$ cat config.mk
export PLATFORM = sky130hd
export DESIGN_NAME = r5_bfly_seq
export DESIGN_NICKNAME = d
export VERILOG_FILES = /design/src/rtl/r5_bfly_seq.sv
export SDC_FILE = /design/constraint.sdc
export NUM_CORES = 1
export LEC_CHECK = 0
export BUFFER_PORTS_ARGS = -buffer_cell sky130_fd_sc_hd__buf_2
export CORE_AREA = 2 2 310 312
export CTS_CLUSTER_DIAMETER = 40
export DETAILED_ROUTE_END_ITERATION = 12
export DIE_AREA = 0 0 312 314
export HOLD_SLACK_MARGIN = 0.08
export PLACE_DENSITY_LB_ADDON = 0.12
export SYNTH_ARGS = -nofsm -noshare
export SYNTH_HDL_FRONTEND = slang
export SYNTH_SLANG_ARGS = --single-unit
$ cat constraint.sdc
create_clock -name clk -period 30.7 [get_ports clk]
set_clock_uncertainty 0.05 [all_clocks]
set_input_delay 6.14 -clock clk [delete_from_list [all_inputs] [get_ports clk]]
set_output_delay 6.14 -clock clk [all_outputs]
set_load 0.01 [all_outputs]
$ cat src/rtl/r5_bfly_seq.sv
// r5_bfly_seq -- sequencer around an external radix-5 butterfly datapath.
//
// Collects five complex single-precision samples, fires the datapath with a
// one-cycle dp_go, waits LATENCY cycles, captures the five results and
// streams them back out one sample per handshake. One butterfly in flight.
// Sample data is moved bit-exact; no arithmetic is performed on it.
//
// Ports
//   clk, rst             clock, asynchronous active-high reset
//   in_re/in_img         input sample (IEEE-754 single, real/imag)
//   in_valid/in_ready    input handshake
//   dp_x_re/dp_x_img     five operands to datapath, slot k = [32k+31:32k]
//   dp_go                one-cycle datapath start pulse
//   dp_y_re/dp_y_img     five datapath results, same packing as dp_x
//   out_re/out_img       output sample
//   out_valid/out_ready  output handshake
//   out_last             marks slot 4 of each frame
//   busy                 high whenever not loading operands
//   frame_cnt            completed frames, wraps modulo 2^FCW
module r5_bfly_seq #(
   parameter int unsigned LATENCY = 24,
   parameter int unsigned FCW     = 16
) (
   input  logic           clk,
   input  logic           rst,
   input  logic [31:0]    in_re,
   input  logic [31:0]    in_img,
   input  logic           in_valid,
   output logic           in_ready,
   output logic [159:0]   dp_x_re,
   output logic [159:0]   dp_x_img,
   output logic           dp_go,
   input  logic [159:0]   dp_y_re,
   input  logic [159:0]   dp_y_img,
   output logic [31:0]    out_re,
   output logic [31:0]    out_img,
   output logic           out_valid,
   input  logic           out_ready,
   output logic           out_last,
   output logic           busy,
   output logic [FCW-1:0] frame_cnt
);

   typedef enum logic [1:0] {LOAD, ISSUE, WAIT, DRAIN} state_t;

   state_t         state, state_nxt;
   logic [2:0]     idx, odx;
   logic [7:0]     cnt;
   logic [FCW-1:0] fcnt;
   logic [159:0]   x_re, x_img, y_re, y_img;
   logic           in_xfer, out_xfer;

   assign in_xfer  = in_valid & in_ready;
   assign out_xfer = out_valid & out_ready;

   // State register
   always_ff @(posedge clk or posedge rst) begin
      if (rst) state <= LOAD;
      else     state <= state_nxt;
   end

   // Next-state logic
   always_comb begin
      state_nxt = state;
      unique case (state)
         LOAD:  if (in_xfer && idx == 3'd4)   state_nxt = ISSUE;
         ISSUE:                               state_nxt = WAIT;
         WAIT:  if (cnt == 8'd0)              state_nxt = DRAIN;
         DRAIN: if (out_xfer && odx == 3'd4)  state_nxt = LOAD;
         default:                             state_nxt = LOAD;
      endcase
   end

   // Outputs. in_ready is gated by rst because LOAD is also the reset state.
   always_comb begin
      in_ready  = (state == LOAD) && !rst;
      dp_go     = (state == ISSUE);
      out_valid = (state == DRAIN);
      out_last  = (state == DRAIN) && (odx == 3'd4);
      busy      = (state != LOAD);
   end

   // Operand/result buffers, slot indices, latency counter, frame counter
   always_ff @(posedge clk or posedge rst) begin
      if (rst) begin
         idx   <= '0;
         odx   <= '0;
         cnt   <= '0;
         fcnt  <= '0;
         x_re  <= '0;
         x_img <= '0;
         y_re  <= '0;
         y_img <= '0;
      end else begin
         if (in_xfer) begin
            for (int unsigned k = 0; k < 5; k++) begin
               if (idx == 3'(k)) begin
                  x_re[32*k +: 32]  <= in_re;
                  x_img[32*k +: 32] <= in_img;
               end
            end
            idx <= (idx == 3'd4) ? 3'd0 : idx + 3'd1;
         end

         // Counter reaches 0 in the LATENCY-th cycle after ISSUE.
         if (state == ISSUE)
            cnt <= 8'(LATENCY - 1);
         else if (state == WAIT && cnt != 8'd0)
            cnt <= cnt - 8'd1;

         if (state == WAIT && cnt == 8'd0) begin
            y_re  <= dp_y_re;
            y_img <= dp_y_img;
         end

         if (out_xfer) begin
            odx <= (odx == 3'd4) ? 3'd0 : odx + 3'd1;
            if (odx == 3'd4)
               fcnt <= fcnt + FCW'(1);
         end
      end
   end

   // Output slot select
   always_comb begin
      out_re  = '0;
      out_img = '0;
      for (int unsigned k = 0; k < 5; k++) begin
         if (odx == 3'(k)) begin
            out_re  = y_re[32*k +: 32];
            out_img = y_img[32*k +: 32];
         end
      end
   end

   assign dp_x_re   = x_re;
   assign dp_x_img  = x_img;
   assign frame_cnt = fcnt;

endmodule

# Yosys cells after proc, flatten, opt, wreduce, memory -nomap -nowiden
# Index checks and enable logic that the tools add are counted.
# op_classes
addsub	4
mux	18
eq_ne	14
reduce_logical	21
n_bitwise	2
# ops
cell	count
$mux W32	10
$add A16 B1 Y16 const B	1
$mux W8	2
$eq A3 B2 Y1 const B	4
$reduce_and A2 Y1	6
$logic_not A8 Y1	1
$pmux W2 S4	1
$reduce_bool A8 Y1	1
$sub A8 B1 Y8 const B	1
$add A3 B1 Y3 const B	2
$eq A3 B1 Y1 const B	2
$eq A3 B3 Y1 const B	2
$logic_and A1 B1 Y1	6
$logic_not A3 Y1	2
$mux W2	3
$mux W3	2
$eq A2 B2 Y1 const B	2
$ne A2 B1 Y1 const B	2
$reduce_bool A2 Y1	2
$reduce_and A3 Y1	1
$and A1 B1 Y1	2
$eq A2 B1 Y1 const B	1
$logic_not A2 Y1	1
$ne A2 B2 Y1 const B	1
$logic_not A1 Y1	1
# totals
output_inout_bits	405
reg_bits	672
word_cells	76
input_bits	388

# Depth between registers and ports, before layout
# depth
depth_word	6
mapped_depth	9
ltp_nobuf	6

# Worst setup path before layout
# OpenSTA, ideal clock, no wires.
# synth_path
path_kind	input-to-output
startpoint	in rst
endpoint	out in_ready
arrival_ns	6.297
n_path_buf	0
t_required_ns	24.510
stages	1
slack_ns	18.213
path_cell_list	nor2_1
# synth_between
elab_chain_len	2
# synth_lines
item	line	rtl
from (decl)	25	input logic rst,
$logic_not A1 Y1 (no source line)	n/a	
$logic_and A1 B1 Y1	76	in_ready = (state == LOAD) && !rst;
to (decl)	29	output logic in_ready,
# No other way between the ends.

# Final worst setup path
# Same ends and word-level chain as after synthesis.

==> run summary <==
- outcome: completed
- maximum net fanout on the critical path: 4
- Worst IR Drop VDD: 0.0520 mV
- dominant combinational cell family by area after synthesis: multiplexers
- sw power: 1.25 mW
- leakage power figure: 20.2 nW
- post-cts gate resize count: 0
- Die Y-Extent: 314 µm
- global routing usage summed across all routing layers: 0.189
- time the final worst path needs with I/O delays and setup: 12.84 ns
- combined flip-flop and latch cell area: 0.0168 mm²
- total global routing overflow: 0
- mean instance size in the synthesized netlist: 15.4 µm²
- Via-to-Cell Ratio: 4.72
- register clock-pin slew on the reported worst setup and hold paths: 0.05 ns
- part of the Yosys area used for sequential elements: 0.575
- sequential share of power: 0.346
- number of enable flip-flop cells after synthesis: 0
- insertion delay of the later-clocked pin in the worst-skew pair: 0.68 ns
- Simple-Gate Fraction of Synth Area: 0.0307
- final number of setup-violating endpoints: 0
- Arr. time, crit path: 6.65 ns
- top cell type by total area after synthesis: dfrtp_1
- Pre-Repair DR Iteration Count: 5
- via count: 19400
- Avg WL per Cell: 23.0 µm
- Largest stage delay, worst path: 0.18 ns
- number of maximum-capacitance constraint violations: 0
- share of synthesized registers carrying an async set or reset: 1.00
- Detail Placement HPWL: 66400 µm
- deepest level of the CTS H-tree: 3
- type of element launching the critical path: input pin
- power per unit of standard cell area: 104 mW/mm²
- Total Routed Length: 94200 µm
- number of unique standard cell types used by synthesis: 44
- cell repeated most along the worst path: buf_2
- DRT iter0 DRCs: 864
- layout cell share with drive strength beyond 1: 0.597
- Int Power: 2.71 mW
- Synthesis Warnings: 0
- most common library cell in the layout ignoring fill and taps: buf_2
- FF+latch count, synth: 672
- Critical-path top delay cell: nor2_1
- number of inserted filler cells in the final layout: 9038
- Layout Area Growth over Synthesis: 30.7%
- number of hold buffers added after CTS: 0
- core outline area: 0.0944 mm²
- gate count of the mapped netlist: 1905
- netlist area before placement: 0.0293 mm²
- antenna violations before repair: 58
- final hold violation count: 0
- Total Nets Final: 3121
- most frequent cells in the layout: 792 x buf_2, 672 x dfrtp_1, 342 x mux2_2
- Setup TNS: 0 ns
- switching share of total power: 0.316
- setup repair after global routing missed its margin: false
- Achievable Freq: 0.0779 GHz
- sink count of the clock tree: 672
- ANT nets after route: 0
- Clk network pwr share: 0.339
- Horiz. Die Dim: 312 µm
- Post-route DRC: 0
- effective utilization at floorplan: 0.310
- type of the most critical hold path: flop to flop
- compound-gate portion of the synthesized area: 0.0577
- footprint of the multi-input gates: 0.0114 mm²
- number of ports placed on the die boundary: 793
- area enclosed by the die boundary: 0.0980 mm²
- number of input and output port buffers inserted: 792
- most used flip-flop cell after synthesis: dfrtp_1
- multiplexer share of the synthesized area: 0.286
- biggest area contributors in the synthesized netlist: dfrtp_1 57%, mux2_4 15%, mux2_2 13%
- clk buf depth: 3
- worst-path cell chain: buf_2 > nor2_1 > buf_2
- total nets after synthesis: 2311
- number of standard-cell rows in the floorplan: 113
- first-pass GRT wire length: 140000 µm
- Worst Path Class, Setup: input pin to output port
- xor and xnor fraction of the mapped netlist area: 0.00629
- Synth top area share: 0.575
- largest net degree at the start of global routing: 137
- final weighted congestion in routability-driven placement: 0.817
- post-synthesis share of cell area spent on full adders, half adders and majority gates: 0.00770
- Post-CTS Setup Inserts: 0
- root buffer cell: clkbuf_16
- critical path endpoint category: output port
- Gate power share: 0.315
- CTS tree: yes
- Max Transition Viols Final: 0
- CTS Buf Count: 115
- post-route clock period utilization: 0.418
- hold slack: 0.423 ns
- via count of the first global-routing pass: 20900
- WP data required: 24.51 ns
- worst-case headroom to the max-slew limit: 0.286
- Slew @ Worst Pin: 1.07 ns
-- registers in the layout, summed over array words and instances, names as in the netlist --
signal,flops
dp_x_img,160
odx,3
frame_cnt,16
y_img,160
dp_x_re,160
cnt,8
y_re,160
idx,3
state,2
-- final timing paths --
| path | startpoint | end | slack (ns) | depth (start not counted) |
|---|---|---|---|---|
| min reg2reg | frame_cnt[15] | frame_cnt[15] | 0.42 | 1 |
| max reg2reg | cnt[0] | y_re[79] | 25.78 | 9 |
| min | frame_cnt[15] | frame_cnt[15] | 0.42 | 1 |
| max | rst | in_ready | 17.86 | 3 |
| max in group asynchronous | rst | cnt[3] | 21.53 | 6 |
| min in group asynchronous | rst | y_re[49] | 5.54 | 2 |
-- area by class of cell --
class | count | area share
Tap cell | 1265 | 0.0414
Timing Repair Buffer | 818 | 0.109
Multi-Input combinational cell | 1095 | 0.299
Inverter | 13 | 0.00147
Clock buffer | 146 | 0.0847
Antenna cell | 24 | 0.00157
Sequential cell | 672 | 0.440
Clock inverter | 69 | 0.0227
-- cell usage after synthesis (2+ instances only) --
master / n
o211ai_1: 2
xnor2_1: 10
clkbuf_1: 67
nand2b_1: 4
buf_2: 11
o21ai_0: 7
nand2_1: 90
nand3_1: 4
nand4_1: 6
inv_1: 13
nand3b_1: 2
xor2_1: 11
nor2b_1: 2
o21a_1: 64
o311ai_0: 64
nor2_1: 79
a221oi_1: 64
and3_1: 2
dfrtp_1: 672
mux2_2: 342
ha_1: 18
nor3_1: 5
nor3b_1: 2
buf_12: 33
buf_1: 13
mux2_4: 300
-- power groups by stage --
| stage | clock network [mW] | registers, mW | logic (mW) |
|---|---|---|---|
| after global placement | 0 | 1.37 | 1.26 |
| after detailed placement | 0 | 1.38 | 1.27 |
| after floorplan | 0 | 1.39 | 0.745 |
| final | 1.35 | 1.37 | 1.25 |
| after global routing | 1.42 | 1.41 | 1.35 |
| after CTS | 1.38 | 1.37 | 1.28 |
-- stage by stage --
| stage | setup WS, ns | instance area [µm²] | utilization | power, mW | instances |
|---|---|---|---|---|---|
| 2_1_floorplan | 5.67 | 29300 | - | 2.13 | 1905 |
| 3_3_place_gp | 17.81 | 34100 | 0.361 | 2.63 | 3863 |
| 3_5_place_dp | 17.82 | 34100 | 0.361 | 2.65 | 3863 |
| 4_1_cts | 17.82 | 38200 | 0.404 | 4.02 | 4078 |
| 5_1_grt | 17.83 | 38200 | 0.405 | 4.18 | 4094 |
| 6_report | 17.86 | 38200 | 0.405 | 3.96 | 4102 |
-- layer usage --
metal	vias to the layer above	wire (µm)	global-route usage	share of wire
met5	-	406	0	0.0043
met4	62	3510	0.0836	0.037
met3	226	7310	0.0679	0.078
met2	641	46600	0.321	0.49
met1	9824	36400	0.213	0.39
li1	8608	-	-	-
-- logic make-up after synthesis --
kind of cell / count (synthesis)
AO/OA/AOI/OAI: 206
XOR/XNOR: 21
adder cells (fa/ha/maj): 18
buffers and inverters: 138
flip-flops: 672
multiplexers: 643
AND/OR/NAND/NOR: 207
-- worst max-delay path, delay by kind of cell --
kind,cells,cell delay (ns)
buffers and inverters,2,0.33
and+or+nand+nor,1,0.18
Power figures use the tool's default switching activity.
